[src/rtl/adder_arbiter.sv]
// Round-robin front end that shares one 32-bit carry-select adder between NUM_REQ requesters.
// Each granted operation runs IDLE -> EXEC -> RESP and returns through a single registered response.

module carry_select_adder (
    input  logic [31:0] a_i,
    input  logic [31:0] b_i,
    output logic [31:0] sum_o,
    output logic        cout_o
);
    logic [8:0] carry;

    assign carry[0] = 1'b0;

    // Each 4-bit block precomputes both carry-in cases; the incoming carry only drives the selects.
    for (genvar g = 0; g < 8; g++) begin : g_blk
        logic [4:0] s0;
        logic [4:0] s1;
        assign s0 = {1'b0, a_i[4*g +: 4]} + {1'b0, b_i[4*g +: 4]};
        assign s1 = {1'b0, a_i[4*g +: 4]} + {1'b0, b_i[4*g +: 4]} + 5'd1;
        assign sum_o[4*g +: 4] = carry[g] ? s1[3:0] : s0[3:0];
        assign carry[g+1]      = carry[g] ? s1[4]   : s0[4];
    end

    assign cout_o = carry[8];
endmodule

module adder_arbiter #(
    parameter int NUM_REQ = 4,
    parameter int IDW     = (NUM_REQ > 1) ? $clog2(NUM_REQ) : 1
) (
    input  logic                   clk,
    input  logic                   rst,
    input  logic [NUM_REQ-1:0]     req_valid,
    output logic [NUM_REQ-1:0]     req_ready,
    input  logic [32*NUM_REQ-1:0]  req_a,
    input  logic [32*NUM_REQ-1:0]  req_b,
    output logic                   resp_valid,
    input  logic                   resp_ready,
    output logic [IDW-1:0]         resp_id,
    output logic [31:0]            resp_sum,
    output logic                   resp_cout,
    output logic                   resp_ovf,
    output logic                   busy,
    output logic [15:0]            ovf_count,
    output logic [1:0]             dbg_state_o
);
    // Handshake: a request transfers on a rising edge where req_valid[i] && req_ready[i];
    // a response transfers on a rising edge where resp_valid && resp_ready.

    typedef enum logic [1:0] {
        IDLE = 2'd0,
        EXEC = 2'd1,
        RESP = 2'd2
    } state_t;

    state_t         state_q, state_d;
    logic [IDW-1:0] last_grant_q, last_grant_d;
    logic [31:0]    op_a_q, op_a_d;
    logic [31:0]    op_b_q, op_b_d;
    logic [IDW-1:0] op_id_q, op_id_d;
    logic           resp_valid_q, resp_valid_d;
    logic [IDW-1:0] resp_id_q, resp_id_d;
    logic [31:0]    resp_sum_q, resp_sum_d;
    logic           resp_cout_q, resp_cout_d;
    logic           resp_ovf_q, resp_ovf_d;
    logic [15:0]    ovf_count_q, ovf_count_d;

    logic           grant_found;
    logic [IDW-1:0] grant_idx;
    logic [31:0]    add_sum;
    logic           add_cout;

    carry_select_adder u_adder (
        .a_i    (op_a_q),
        .b_i    (op_b_q),
        .sum_o  (add_sum),
        .cout_o (add_cout)
    );

    // Search starts just after the last winner so every requester is reached within NUM_REQ grants.
    always_comb begin
        grant_found = 1'b0;
        grant_idx   = '0;
        for (int k = 1; k <= NUM_REQ; k++) begin
            if (!grant_found && req_valid[(int'(last_grant_q) + k) % NUM_REQ]) begin
                grant_found = 1'b1;
                grant_idx   = IDW'((int'(last_grant_q) + k) % NUM_REQ);
            end
        end
    end

    assign req_ready = (state_q == IDLE && grant_found) ? (NUM_REQ'(1) << grant_idx) : '0;

    always_comb begin
        state_d      = state_q;
        last_grant_d = last_grant_q;
        op_a_d       = op_a_q;
        op_b_d       = op_b_q;
        op_id_d      = op_id_q;
        resp_valid_d = resp_valid_q;
        resp_id_d    = resp_id_q;
        resp_sum_d   = resp_sum_q;
        resp_cout_d  = resp_cout_q;
        resp_ovf_d   = resp_ovf_q;
        ovf_count_d  = ovf_count_q;
        case (state_q)
            IDLE: begin
                if (grant_found) begin
                    op_a_d       = req_a[32*int'(grant_idx) +: 32];
                    op_b_d       = req_b[32*int'(grant_idx) +: 32];
                    op_id_d      = grant_idx;
                    last_grant_d = grant_idx;
                    state_d      = EXEC;
                end
            end
            EXEC: begin
                resp_sum_d   = add_sum;
                resp_cout_d  = add_cout;
                resp_id_d    = op_id_q;
                resp_ovf_d   = (op_a_q[31] == op_b_q[31]) && (add_sum[31] != op_a_q[31]);
                resp_valid_d = 1'b1;
                state_d      = RESP;
            end
            RESP: begin
                if (resp_ready) begin
                    resp_valid_d = 1'b0;
                    state_d      = IDLE;
                    if (resp_ovf_q && ovf_count_q != 16'hFFFF) begin
                        ovf_count_d = ovf_count_q + 16'd1;
                    end
                end
            end
            default: state_d = IDLE;
        endcase
    end

    always_ff @(posedge clk or posedge rst) begin
        if (rst) begin
            state_q      <= IDLE;
            last_grant_q <= IDW'(NUM_REQ - 1);
            op_a_q       <= '0;
            op_b_q       <= '0;
            op_id_q      <= '0;
            resp_valid_q <= 1'b0;
            resp_id_q    <= '0;
            resp_sum_q   <= '0;
            resp_cout_q  <= 1'b0;
            resp_ovf_q   <= 1'b0;
            ovf_count_q  <= '0;
        end else begin
            state_q      <= state_d;
            last_grant_q <= last_grant_d;
            op_a_q       <= op_a_d;
            op_b_q       <= op_b_d;
            op_id_q      <= op_id_d;
            resp_valid_q <= resp_valid_d;
            resp_id_q    <= resp_id_d;
            resp_sum_q   <= resp_sum_d;
            resp_cout_q  <= resp_cout_d;
            resp_ovf_q   <= resp_ovf_d;
            ovf_count_q  <= ovf_count_d;
        end
    end

    assign resp_valid  = resp_valid_q;
    assign resp_id     = resp_id_q;
    assign resp_sum    = resp_sum_q;
    assign resp_cout   = resp_cout_q;
    assign resp_ovf    = resp_ovf_q;
    assign ovf_count   = ovf_count_q;
    assign busy        = (state_q != IDLE);
    assign dbg_state_o = state_q;
endmodule

[config.mk]
export PLATFORM = sky130hd
export DESIGN_NAME = adder_arbiter
export DESIGN_NICKNAME = d
export VERILOG_FILES = /design/src/rtl/adder_arbiter.sv
export SDC_FILE = /design/constraint.sdc
export NUM_CORES = 1
export LEC_CHECK = 0
export BUFFER_PORTS_ARGS = -buffer_cell sky130_fd_sc_hd__buf_2
export CORE_MARGIN = 2
export CORE_UTILIZATION = 26
export CTS_CLUSTER_DIAMETER = 120
export DETAILED_ROUTE_END_ITERATION = 10
export PLACE_DENSITY = 0.54
export SLEW_MARGIN = 10
export SYNTH_ARGS = -nofsm -noshare
export SYNTH_HDL_FRONTEND = slang
export SYNTH_SLANG_ARGS = --single-unit
export TNS_END_PERCENT = 50
[constraint.sdc]
create_clock -name clk -period 11.67 [get_ports clk]
set_clock_uncertainty 0.1 [all_clocks]
set_input_delay 1.167 -clock clk [delete_from_list [all_inputs] [get_ports clk]]
set_output_delay 1.167 -clock clk [all_outputs]
set_load 0.01 [all_outputs]
# Word-level counts from Yosys, hierarchy flattened
# Cells that the tools add are included.
dict set report word_totals {
  register_bits 123
  wordCells 109
  n_memories 0
  ramBits 0
  latch_bits 0
  input_bits 263
  out_inout_bits 60
  mem_bits_ro 0
}
dict set report classes {
  div_mod_pow 0
  eq_ne 7
  reduce_logical 20
  n_mux 40
  bitwise_logic 4
  shifts 3
  order_cmp 4
  add_sub_neg 20
  multipliers 0
}
# cell count
set op_table {}
lappend op_table {{$shiftx 128x8->32} 2}
lappend op_table {{$add 4x4->5} 8}
lappend op_table {{$add 5x1->5 const B} 7}
lappend op_table {{$mux 4} 8}
lappend op_table {{$mux 1} 20}
lappend op_table {{$add 16x1->16 const B} 1}
lappend op_table {{$lt 3x4->1 const B} 4}
lappend op_table {{$ne 16x16->1 const B} 1}
lappend op_table {{$mux 2} 6}
lappend op_table {{$bmux 1 s2} 4}
lappend op_table {{$reduce_or 2->1} 4}
lappend op_table {{$logic_and 1x1->1} 6}
lappend op_table {{$pmux 2 s3} 1}
lappend op_table {{$reduce_and 2->1} 3}
lappend op_table {{$add 2x1->2 const B} 2}
lappend op_table {{$add 2x2->2 const B} 2}
lappend op_table {{$and 1x1->1 const A} 4}
lappend op_table {{$ne 2x2->1 const B} 2}
lappend op_table {{$reduce_bool 2->1} 2}
lappend op_table {{$shl 1x2->4 const A} 1}
lappend op_table {{$logic_not 1->1} 3}
lappend op_table {{$reduce_and 3->1} 1}
lappend op_table {{$eq 2x1->1 const B} 1}
lappend op_table {{$eq 2x2->1 const B} 1}
lappend op_table {{other kinds (4)} 4}

# Longest topological paths before layout
# Gate-level depths: netlist of run 1.
dict set report logic_depth {
  ltp_word 18
  mapped_depth 14
  depth_no_buf 14
}

# Hierarchy
# Synthesis of run 1 repeated with hierarchy kept, for this count alone.
dict set report unflattened {
  cells_unflattened 831
  hier_area_um2 8386.8
}
# mod instances area_per_inst_um2 seq_area_each_um2 cells_per_inst
set modules_own_cells {}
lappend modules_own_cells {adder_arbiter 1 6688.9 3080.5 644}
lappend modules_own_cells {carry_select_adder 1 1697.9 0.0 187}

# Worst setup path after synthesis of run 1
# Ideal clock, no wire load.
dict set report synth_path {
  kind {register to register}
  startpoint {reg op_a_q[4]}
  endpoint {reg resp_ovf_q, in the netlist resp_ovf}
  setup_time_ns 0.092
  synth_period_minus_slack_ns 4.120
  slack_ns 7.550
  stages_incl_launch_ff 14
  arrival_time_ns 3.928
  t_required_ns 11.478
  path_buffers 0
  path_cell_list {dfrtp_1 -> ha_1 -> fa_1 -> ha_1 -> nand2_1 -> a2111oi_4 -> mux2i_1 -> mux2i_1 -> mux2i_1 -> mux2i_1 -> mux2i_1 -> mux2i_1 -> xnor2_1 -> o31ai_2}
}
dict set report synth_between {
  elab_chain_cells 11
}
# item line
set synth_rtl {}
lappend synth_rtl {{start, declared} 58} ;# logic [31:0] op_a_q, op_a_d;
lappend synth_rtl {{start signal, assigned} 153} ;# op_a_q <= op_a_d;
lappend synth_rtl {{$add 4x4->5 *} {18, 19}}
lappend synth_rtl {{$add 5x1->5} 19} ;# assign s1 = {1'b0, a_i[4*g +: 4]} + {1'b0, b_i[4*g +: 4]} + 5'd1;
lappend synth_rtl {{$mux 1 * (6 in a row)} 21} ;# assign carry[g+1] = carry[g] ? s1[4] : s0[4];
lappend synth_rtl {{$mux 4 *} 20} ;# assign sum_o[4*g +: 4] = carry[g] ? s1[3:0] : s0[3:0];
lappend synth_rtl {{$ne 1x1->1 *} 120} ;# resp_ovf_d = (op_a_q[31] == op_b_q[31]) && (add_sum[31] != op_a_q[31]);
lappend synth_rtl {{$logic_and 1x1->1 *} 120}
lappend synth_rtl {{end signal, assigned} 160} ;# resp_ovf_q <= resp_ovf_d;
lappend synth_rtl {{end, declared} 65} ;# logic resp_ovf_q, resp_ovf_d;
# Every way passes the cells marked *; elsewhere a longest branch is shown, timed or not.
# A chain may end at the register's enable or synchronous reset.

# Final worst setup path of run 1
# Ends and elaborated chain as after synthesis.

==> results.md, run 1 <==
* Tmin final at roughly 4.8 ns
* Post-CTS Setup Bufs at 0
* 1st-iter DRT viols at between 200 and 250
* Cells after Synth at roughly 1100
* Avg Inst Size Synth at 7.418 µm²
* R2r worst-path depth at 13
* Die width at 181.7 µm
* Post-synthesis net count at between 1000 and 1500
* Via Count at 8156
* Max_cap viols at 0
* Insertion delay to the later sink of the worst-skew pair at 0.42 ns
* Worst-path clk slew at around 0.060 ns
* Hold Path Origin: op_id_q[1]$_DFFE_PP0P_
* Critical path's slowest cell: fa_1
* Most frequent CP cell: mux2i_1
* Port Buffers at between 300 and 400
* Critical path endpoint category: flip-flop
* Final Setup Violations at 0
* Hold depth at 2
* CTS sink count at 123
* Die area at roughly 33000 µm²
* Final instance area at approximately 11000 µm²
* First-pass GRT wire length at ~42000 µm
* CP Data Arrival Time at 5.01 ns
* Clock Path Buffers at 2
* DR vias/cell at around 4.5
* Initial antenna violation count at 2
* DR pass1 iterations at 4
* Slew margin rel. at 0.4789
* Final worst path period share at 0.4102
* Post-DRT Antenna Nets at 0
* Yosys Warn Count at 0
* Cell row count at 65
* Vias in the first global route at between 7000 and 8000
* Gpl congestion at approximately 0.8
* All-Layer GR Usage at 0.1594
* TritonCTS clock tree: done
* Root buf cell: clkbuf_16
* Seq/Total Area, Yosys at 0.3751
* ANT cells at 0
* H-tree depth at 4
* DPL Wire Length at 19960 µm
* CTS resizes at 0
* CP Cell Sequence: ha_1 -> fa_1 -> ha_1 -> nand2_1 -> a2111oi_4 -> mux2i_1 -> mux2i_1 -> mux2i_1 -> mux2i_1 -> mux2i_1 -> mux2i_1 -> xnor2_1 -> o31ai_2
* Pwr dens at 293.8 nW/µm²
* Share of synthesized registers carrying an async set or reset at 1.000
* Nets at 1700
* Setup TNS at 0 ns
* Static Leak at 5.638 nW
* Area Growth Syn to Fin at 31.17%
* Post-synth EDFFs at 0
* Crit path max fanout at 3
* Netlist Area Pre-Place at around 8000 µm²
* Worst Hold Path EP: op_id_q[1]$_DFFE_PP0P_
* Data required, critical path at approximately 12 ns
* Placed cell area at 10170 µm²
* CP peak stage delay at around 0.53 ns
* Worst Tran Pin Value at 0.7816 ns
* Register bit total from synthesis at between 100 and 150
* Number of buffers created by CTS at 17
* Final core occ at 0.3440
* Cell variety after synth at 39
* Peak Freq at around 210 MHz
* Drt wl/cell at 14.50 µm
* Top FF cell, synth: dfrtp_1
* RSZ-0062 raised after global routing: false
* Gr ovfl total at 0
* Hold slack at ~0.37 ns
* Cts hold-fix bufs at 0
* Worst min path class: reg2reg
* Status: complete, no violations
* Largest net degree at the start of global routing at 85
* Peak VDD IR at ~120 µV
* Initial core utilization at 0.2623
* Startpoint types: flip-flop
* FILL cells at 3365
* Die height at roughly 180 µm
* Top-level port count at around 320
* Layout cell share with drive strength beyond 1 at 0.2682
* Final Hold Fails at 0
* RR Endpoint: resp_ovf$_DFFE_PP0P_
* Crit Path Class: reg2reg
* Drt drc at 0
* WL final at around 26000 µm
* Max Transition Viols Final at 0
* Worst R2R Setup Slack at 6.88 ns
* Reg2reg start: op_a_q[4]$_DFFE_PP0P_
* Core area at between 30000 and 40000 µm²
## Yosys cell counts, types with 2 or more instances
cell type,number,area [µm²]
dfstp_2,2,52.55
nand2_1,441,1655
o21ai_1,4,20.02
dfrtp_1,121,3028
mux2i_1,14,140.1
and2_1,2,12.51
buf_1,3,11.26
o21ai_0,157,785.8
mux2_2,3,33.78
xor2_1,18,157.7
nand3b_1,3,22.52
a21o_1,14,105.1
o31ai_1,2,15.01
fa_1,8,160.2
nand4_1,6,37.54
and4_1,2,17.52
and3_1,6,37.54
nand4b_1,6,52.55
nand2b_1,3,18.77
a21oi_1,24,120.1
ha_1,40,500.5
nand3_1,77,385.4
or2_2,2,12.51
clkbuf_1,63,236.5
nor3_1,4,20.02
inv_1,15,56.30
nor2_1,17,63.81
xnor2_1,38,332.8
nor2b_1,2,12.51
## routing by layer
layer	global-route usage	share of wire	vias up
met1	0.2152	0.47	3640
met3	0.03269	0.059	24
met4	0.04488	0.014	2
met5	0	0.00050	-
met2	0.2584	0.46	254
li1	-	-	4236
## where the power goes
| group | total (W) | internal [W] | switching (W) |
|---|---|---|---|
| sequential | 0.000760 | 0.000631 | 0.000129 |
| clock | 0.000547 | 0.000347 | 0.000200 |
| combinational | 0.00186 | 0.000731 | 0.00113 |
| total | 0.00316 | 0.00171 | 0.00146 |
## worst max path at each step
| stage | from | to | slack [ns] | cells past startpoint |
|---|---|---|---|---|
| floorplan | rst | dbg_state_o[0]$_DFFE_PP0P_ | 7.14 | 1 |
| global placement | op_a_q[4]$_DFFE_PP0P_ | resp_sum[31]$_DFFE_PP0P_ | 6.91 | 13 |
| detailed placement | op_a_q[4]$_DFFE_PP0P_ | resp_ovf$_DFFE_PP0P_ | 6.81 | 13 |
| CTS | op_a_q[4]$_DFFE_PP0P_ | resp_ovf$_DFFE_PP0P_ | 6.75 | 13 |
| global route | op_a_q[4]$_DFFE_PP0P_ | resp_ovf$_DFFE_PP0P_ | 6.43 | 13 |
| finish | op_a_q[4]$_DFFE_PP0P_ | resp_ovf$_DFFE_PP0P_ | 6.88 | 13 |
## worst max-delay path: cells and delay by family (launching register included)
| family | cells | cell delay, ns |
|---|---|---|
| and+or+nand+nor | 1 | 0.10 |
| AOI/OAI and AO/OA | 2 | 0.60 |
| xor gates and xnor gates | 1 | 0.14 |
| adders and majority gates | 3 | 0.94 |
| DFF | 1 | 0.39 |
| muxes | 6 | 2.43 |
## cells by family (layout without fill, tap and decap cells)
logic type,count (synthesis),after routing,synth area share
simple gates,572,572,0.2868
compound gates,209,209,0.1377
flops,123,123,0.3751
buf+inv,81,376,0.03703
xor+xnor,57,57,0.06171
fa+ha+maj,48,48,0.08045
mux,17,17,0.02118
## stage by stage
step / total power [W] / instances / setup WS [ns]
global route: 0.003516 / 1804 / 6.426
CTS: 0.003221 / 1804 / 6.747
global placement: 0.002623 / 1772 / 6.909
floorplan: 0.002125 / 1107 / 7.135
detailed placement: 0.002659 / 1772 / 6.814
finish: 0.003164 / 1804 / 6.882
## area by class of cell
cell class                      count  area [µm²]  area share
Tap cell                          402       503.0     0.04670
Clock buffer                       21       460.4     0.04275
Inverter                           15       61.31    0.005692
Sequential cell                   123        3080      0.2860
Multi-Input combinational cell    903        4858      0.4510
Clock inverter                     11       143.9     0.01336
Timing Repair Buffer              329        1664      0.1545
## sequential cells by signal, summed over array words and instances (netlist names)
register,flops
resp_cout,1
op_id_q,2
resp_ovf,1
op_a_q,32
resp_sum,32
resp_valid,1
dbg_state_o,2
resp_id,2
ovf_count,16
last_grant_q,2
op_b_q,32
## cell usage in the layout, fill, tap and decap left out, types with 6 or more instances in the layout
cell / synthesis / routed
a21o_1: 14 / 14
a21oi_1: 24 / 23
and3_1: 6 / 6
buf_2: 0 / 322
buf_4: 0 / 7
clkbuf_16: 0 / 17
dfrtp_1: 121 / 121
fa_1: 8 / 8
ha_1: 40 / 40
inv_1: 15 / 14
mux2i_1: 14 / 14
nand2_1: 441 / 440
nand3_1: 77 / 77
nand4_1: 6 / 6
nand4b_1: 6 / 6
nor2_1: 17 / 17
o21ai_0: 157 / 157
xnor2_1: 38 / 38
xor2_1: 18 / 18
Power figures use the tool's default switching activity.
==> inputs of run 2 (changes only) <==
- clock period: 11.67 -> 4.8 ns (I/O delays scaled with it)
==> results.md, run 2 (same netlist as run 1, synthesis figures left out) <==
* Status: complete, no violations
* Final Hold Fails at 0
* CP Data Arrival Time at 4.72 ns
* CP bufs+invs at 1
* Top-level port count at 323
* Reg2reg start: op_a_q[4]$_DFFE_PP0P_
* Critical path endpoint: resp_ovf$_DFFE_PP0P_
* Via Count at 8193
* 1st-iter DRT viols at 286
* Worst R2R Setup Slack at between 0.2 and 0.3 ns
* Peak Freq at around 220 MHz
* DR pass1 iterations at 4
* Worst Setup SP: op_a_q[4]$_DFFE_PP0P_
* Core area at roughly 31000 µm²
* WL final at approximately 25000 µm
* Multi-input gate area in the final layout at between 4000 and 5000 µm²
* CP Cell Sequence: ha_1 -> fa_1 -> ha_1 -> nand2_1 -> a2111oi_4 -> mux2i_2 -> mux2i_2 -> mux2i_2 -> mux2i_1 -> buf_4 -> mux2i_2 -> mux2i_1 -> xnor2_1 -> o31ai_2
* Sw frac at 0.4535
* Worst min path class: in2async
* Flop pwr share at 0.238
* Crit path max fanout at 3
* Levels on crit path at 14
* Initial core utilization at 0.2623
* Layout cell share with drive strength beyond 1 at 0.2751
* Switching power at approximately 0.0035 W
* Root buf cell: clkbuf_16
* Drt drc at 0
* Initial antenna violation count at 5
* Cell-internal power at 0.004237 W
* Final Setup Violations at 0
* Static Leak at 5.675 nW
* Gpl congestion at about 0.78
* Die height at about 180 µm
* Commonest cells after routing, fill and taps aside: 440 x nand2_1, 322 x buf_2, 157 x o21ai_0
* Crit Path Class: reg2reg
* Area Growth Syn to Fin at 32.32%
* Cell row count at 65
* Cts hold-fix bufs at 0
* Port Buffers at about 320
* Startpoint types: flip-flop
* All-Layer GR Usage at 0.1548
* Vias in the first global route at just under 8000
* Sequential cell area at approximately 3100 µm²
* Worst Tran Pin Value at just over 0.8 ns
* CP peak stage delay at ~0.54 ns
* DR vias/cell at about 4.5
* Peak VDD IR at between 200 and 250 µV
* Die width at 181.7 µm
* FILL cells at between 3000 and 4000
* Tmin final at 4.511 ns
* CTS sink count at roughly 120
* H-tree depth at 4
* Data required, critical path at 5.01 ns
* Max Transition Viols Final at 0
* CP top delay family: multiplexers
* Slew margin rel. at 0.4533
* RSZ-0062 raised after global routing: false
* Clock Path Buffers at 2
* Final worst path period share at 0.9398
* Number of buffers created by CTS at 17
* Worst-path clk slew at 0.06 ns
* R2r worst-path depth at 14
* Die area at roughly 33000 µm²
* Setup WS pre-CTS at between 0.04 and 0.05 ns
* Nets at 1705
* Pwr dens at ~700 nW/µm²
* First-pass GRT wire length at roughly 40000 µm
* Most frequent CP cell: mux2i_2
* Drt wl/cell at between 10 and 15 µm
* Setup TNS at 0 ns
* Clock share of power at 0.182
* Critical path endpoint category: flip-flop
* TritonCTS clock tree: done
* Gr ovfl total at 0
* Commonest non-fill, non-tap cell in the layout: nand2_1
* RR Endpoint: resp_ovf$_DFFE_PP0P_
* Max_cap viols at 0
* Post-DRT Antenna Nets at 0
* Insertion delay to the later sink of the worst-skew pair at around 0.42 ns
* DPL Wire Length at ~20000 µm
* Worst Slack Setup Final at a little under 0.3 ns
* Largest net degree at the start of global routing at 93
* Critical path's slowest cell: fa_1
* Logic pwr share at 0.580
## run 2: changes by cell type in the layout (fill, tap and decap cells not counted)
cell,change
inv_6,+2
clkinvlp_4,+3
clkbuf_1,-2
diode_2,+1
clkinv_2,-3
mux2i_2,+4
bufinv_16,+1
mux2i_1,-4
clkinv_4,-1
buf_4,+5
## run 2: how the worst min path moves through the flow
stage	endpoint	slack (ns)	startpoint
2_1_floorplan	op_id_q[1]$_DFFE_PP0P_	0.34	op_id_q[1]$_DFFE_PP0P_
3_3_place_gp	resp_sum[4]$_DFFE_PP0P_	0.36	resp_sum[4]$_DFFE_PP0P_
3_5_place_dp	op_id_q[1]$_DFFE_PP0P_	0.36	op_id_q[1]$_DFFE_PP0P_
4_1_cts	ovf_count[5]$_DFFE_PP0P_	0.15	rst
5_1_grt	dbg_state_o[1]$_DFFE_PP0P_	0.18	resp_ready
6_report	ovf_count[8]$_DFFE_PP0P_	0.13	rst
## run 2: worst reg2reg max path: stages (launching register included)
cell and delay, ns:
dfrtp_1 0.38, ha_1 0.24, fa_1 0.54, ha_1 0.18
nand2_1 0.10, a2111oi_4 0.46, mux2i_2 0.38, mux2i_2 0.39
mux2i_2 0.33, mux2i_1 0.21, buf_4 0.15, mux2i_2 0.34
mux2i_1 0.34, xnor2_1 0.12, o31ai_2 0.17
## run 2: what timing repair did
item / 4_1_cts / 5_1_grt
buffers inserted: 0 / 1
hold endpoints to repair: 0 / 0
gates resized for setup: 0 / 4
setup endpoints to repair: 0 / 6
## run 2: layer usage
layer / GRT usage / share of wire / vias up
met2: 0.2631 / 0.47 / 233
met3: 0.03389 / 0.048 / 24
met4: 0.04130 / 0.016 / 4
met1: 0.1986 / 0.46 / 3685
li1: - / - / 4247
met5: 0 / 0.0011 / -
## run 2: final cells by class
type,instances,area share
Multi-Input combinational cell,903,0.4485
Inverter,15,0.005643
Timing Repair Buffer,334,0.1566
Clock buffer,19,0.04169
Tap cell,402,0.04629
Antenna cell,1,0.0002303
Sequential cell,123,0.2835
Clock inverter,13,0.01750
## run 2: through the flow
stage	instances	util	hold WS, ns	total power [W]	instance area [µm²]
6_report	1810	0.3470	0.1284	0.007754	10870
5_1_grt	1810	0.3470	0.1759	0.008602	10870
4_1_cts	1808	0.3462	0.1514	0.007889	10840
3_5_place_dp	1776	0.3257	0.3628	0.006426	10200
3_3_place_gp	1776	0.3257	0.3603	0.006343	10200
2_1_floorplan	1107	-	0.3429	0.005166	8212
## run 2: power by group through the flow
stage | registers (W) | clock network [W] | logic [W]
2_1_floorplan | 0.00188 | 0 | 0.00329
3_3_place_gp | 0.00184 | 0 | 0.00450
3_5_place_dp | 0.00187 | 0 | 0.00455
4_1_cts | 0.00186 | 0.00146 | 0.00458
5_1_grt | 0.00192 | 0.00150 | 0.00518
6_report | 0.00185 | 0.00141 | 0.00450
==> inputs of run 3 (changes only) <==
- CORE_ASPECT_RATIO: not set -> 0.9
- PLACE_DENSITY: 0.54 -> 0.46
==> results.md, run 3 (same netlist as run 1, synthesis figures left out) <==
* Status: complete, no violations
* Critical path endpoint: resp_ovf$_DFFE_PP0P_
* Levels on crit path at 13
* Max_cap viols at 0
* Cts hold-fix bufs at 0
* FILL cells at roughly 3400
* Fin cells at 1818
* R2r worst-path depth at 13
* Reg2reg start: op_a_q[4]$_DFFE_PP0P_
* Slew margin rel. at 0.3128
* CP peak stage delay at approximately 0.54 ns
* Startpoint types: flip-flop
* All-Layer GR Usage at 0.1597
* H-tree depth at 4
* Worst min path class: in2async
* DPL Wire Length at between 20000 and 25000 µm
* Cell row count at about 60
* Final Power at around 0.0078 W
* Nets at approximately 1700
* Max Transition Viols Final at 0
* Drt drc at 0
* Sw frac at 0.4583
* Tmin final at ~4.5 ns
* Clock Path Buffers at 2
* Port Buffers at between 300 and 400
* CP bufs+invs at 0
* Initial antenna violation count at 0
* Peak Freq at 221.8 MHz
* Worst Setup SP: op_a_q[4]$_DFFE_PP0P_
* Worst-path clk slew at around 0.07 ns
* 1st-iter DRT viols at roughly 320
* Die height at 172.6 µm
* TritonCTS clock tree: done
* Layout cell share with drive strength beyond 1 at 0.2770
* CTS sink count at around 120
* Final Hold Fails at 0
* Gpl congestion at 0.7909
* Static Leak at ~5.7 nW
* Largest net degree at the start of global routing at 87
* Critical path's slowest cell: fa_1
* Top-level port count at 323
* Multi-input gate area in the final layout at around 4900 µm²
* CP top delay family: multiplexers
* Critical path endpoint category: flip-flop
* Area Growth Syn to Fin at 32.73%
* Post-DRT Antenna Nets at 0
* Die area at about 33000 µm²
* Die width at between 150 and 200 µm
* Peak VDD IR at approximately 300 µV
* CP Cell Sequence: ha_1 -> fa_1 -> ha_1 -> nand2_1 -> a2111oi_4 -> mux2i_2 -> mux2i_2 -> mux2i_2 -> mux2i_2 -> mux2i_2 -> mux2i_2 -> xnor2_1 -> o31ai_2
* Number of buffers created by CTS at 17
* Final worst path period share at 0.9394
* Initial core utilization at 0.2650
* Gr ovfl total at 0
* DR pass1 iterations at 5
* Worst Tran Pin Value at a little over 1 ns
* Clock share of power at 0.179
* Final Setup Violations at 0
* Commonest non-fill, non-tap cell in the layout: nand2_1
* Pwr dens at roughly 720 nW/µm²
* Data required, critical path at around 5 ns
* Via Count at ~8100
* Vias in the first global route at roughly 7700
* Most frequent CP cell: mux2i_2
* Switching power at between 0.003 and 0.004 W
* Sequential cell area at approximately 3100 µm²
* Root buf cell: clkbuf_16
* Worst R2R Setup Slack at 0.29 ns
* Logic pwr share at 0.585
* RSZ-0062 raised after global routing: false
* Cell-internal power at between 0.004 and 0.005 W
* Commonest cells after routing, fill and taps aside: 440 x nand2_1, 322 x buf_2, 157 x o21ai_0
* RR Endpoint: resp_ovf$_DFFE_PP0P_
* Flop pwr share at 0.236
* Crit Path Class: reg2reg
* Hold slack at around 0.12 ns
* Crit path max fanout at 3
* WL final at approximately 27000 µm
* Placed insts at between 1500 and 2000
* Insertion delay to the later sink of the worst-skew pair at 0.41 ns
* DR vias/cell at ~4.5
* Core area at just over 30000 µm²
* Drt wl/cell at roughly 15 µm
* CP Data Arrival Time at ~4.7 ns
* First-pass GRT wire length at 41610 µm
## run 3: cell count changes in the layout (fill, tap and decap cells not counted), sizes merged
cell	delta
buf	+1
clkinv	-1
inv	+1
## run 3: routing by layer
layer / GRT usage / up-vias / routed length, µm
met5: 0 / - / 0
met4: 0.02853 / 0 / 223
met3: 0.03389 / 14 / 1476
met2: 0.2539 / 223 / 12070
met1: 0.2248 / 3605 / 12760
li1: - / 4252 / -
## run 3: how the worst min path moves through the flow
stage / start / depth (start not counted) / slack, ns / endpoint
floorplan: op_id_q[1]$_DFFE_PP0P_ / 2 / 0.34 / op_id_q[1]$_DFFE_PP0P_
global placement: op_id_q[1]$_DFFE_PP0P_ / 2 / 0.36 / op_id_q[1]$_DFFE_PP0P_
detailed placement: resp_sum[1]$_DFFE_PP0P_ / 2 / 0.37 / resp_sum[1]$_DFFE_PP0P_
CTS: rst / 2 / 0.17 / op_a_q[29]$_DFFE_PP0P_
global route: rst / 2 / 0.19 / op_b_q[29]$_DFFE_PP0P_
finish: rst / 2 / 0.12 / op_b_q[29]$_DFFE_PP0P_
## run 3: area by class of cell
cell class                      count  share of cell area
Antenna cell                        1           0.0002296
Clock buffer                       19             0.04064
Clock inverter                     13             0.01745
Inverter                           15            0.005625
Multi-Input combinational cell    903              0.4485
Sequential cell                   123              0.2826
Tap cell                          409             0.04695
Timing Repair Buffer              335              0.1580
## run 3: per-stage QoR
stage | setup TNS [ns] | utilization | cell area [µm²] | setup slack, ns
after floorplan | 0 | - | 8212 | 0.6798
after global placement | 0 | 0.3300 | 10230 | 0.01923
after detailed placement | -0.07120 | 0.3300 | 10230 | -0.04395
after CTS | 0 | 0.3507 | 10870 | 0.03644
after global routing | 0 | 0.3517 | 10900 | 0.03592
final | 0 | 0.3517 | 10900 | 0.2910
## run 3: what timing repair did
item	CTS	global route
endpoints found under the setup margin	3	6
setup buffers	0	1
resized for setup	2	5
## run 3: power by group through the flow
stage	Sequential [W]	Clock, W	Combinational [W]
2_1_floorplan	0.00188	0	0.00329
3_3_place_gp	0.00186	0	0.00460
3_5_place_dp	0.00188	0	0.00465
4_1_cts	0.00187	0.00146	0.00468
5_1_grt	0.00193	0.00149	0.00530
6_report	0.00185	0.00141	0.00459
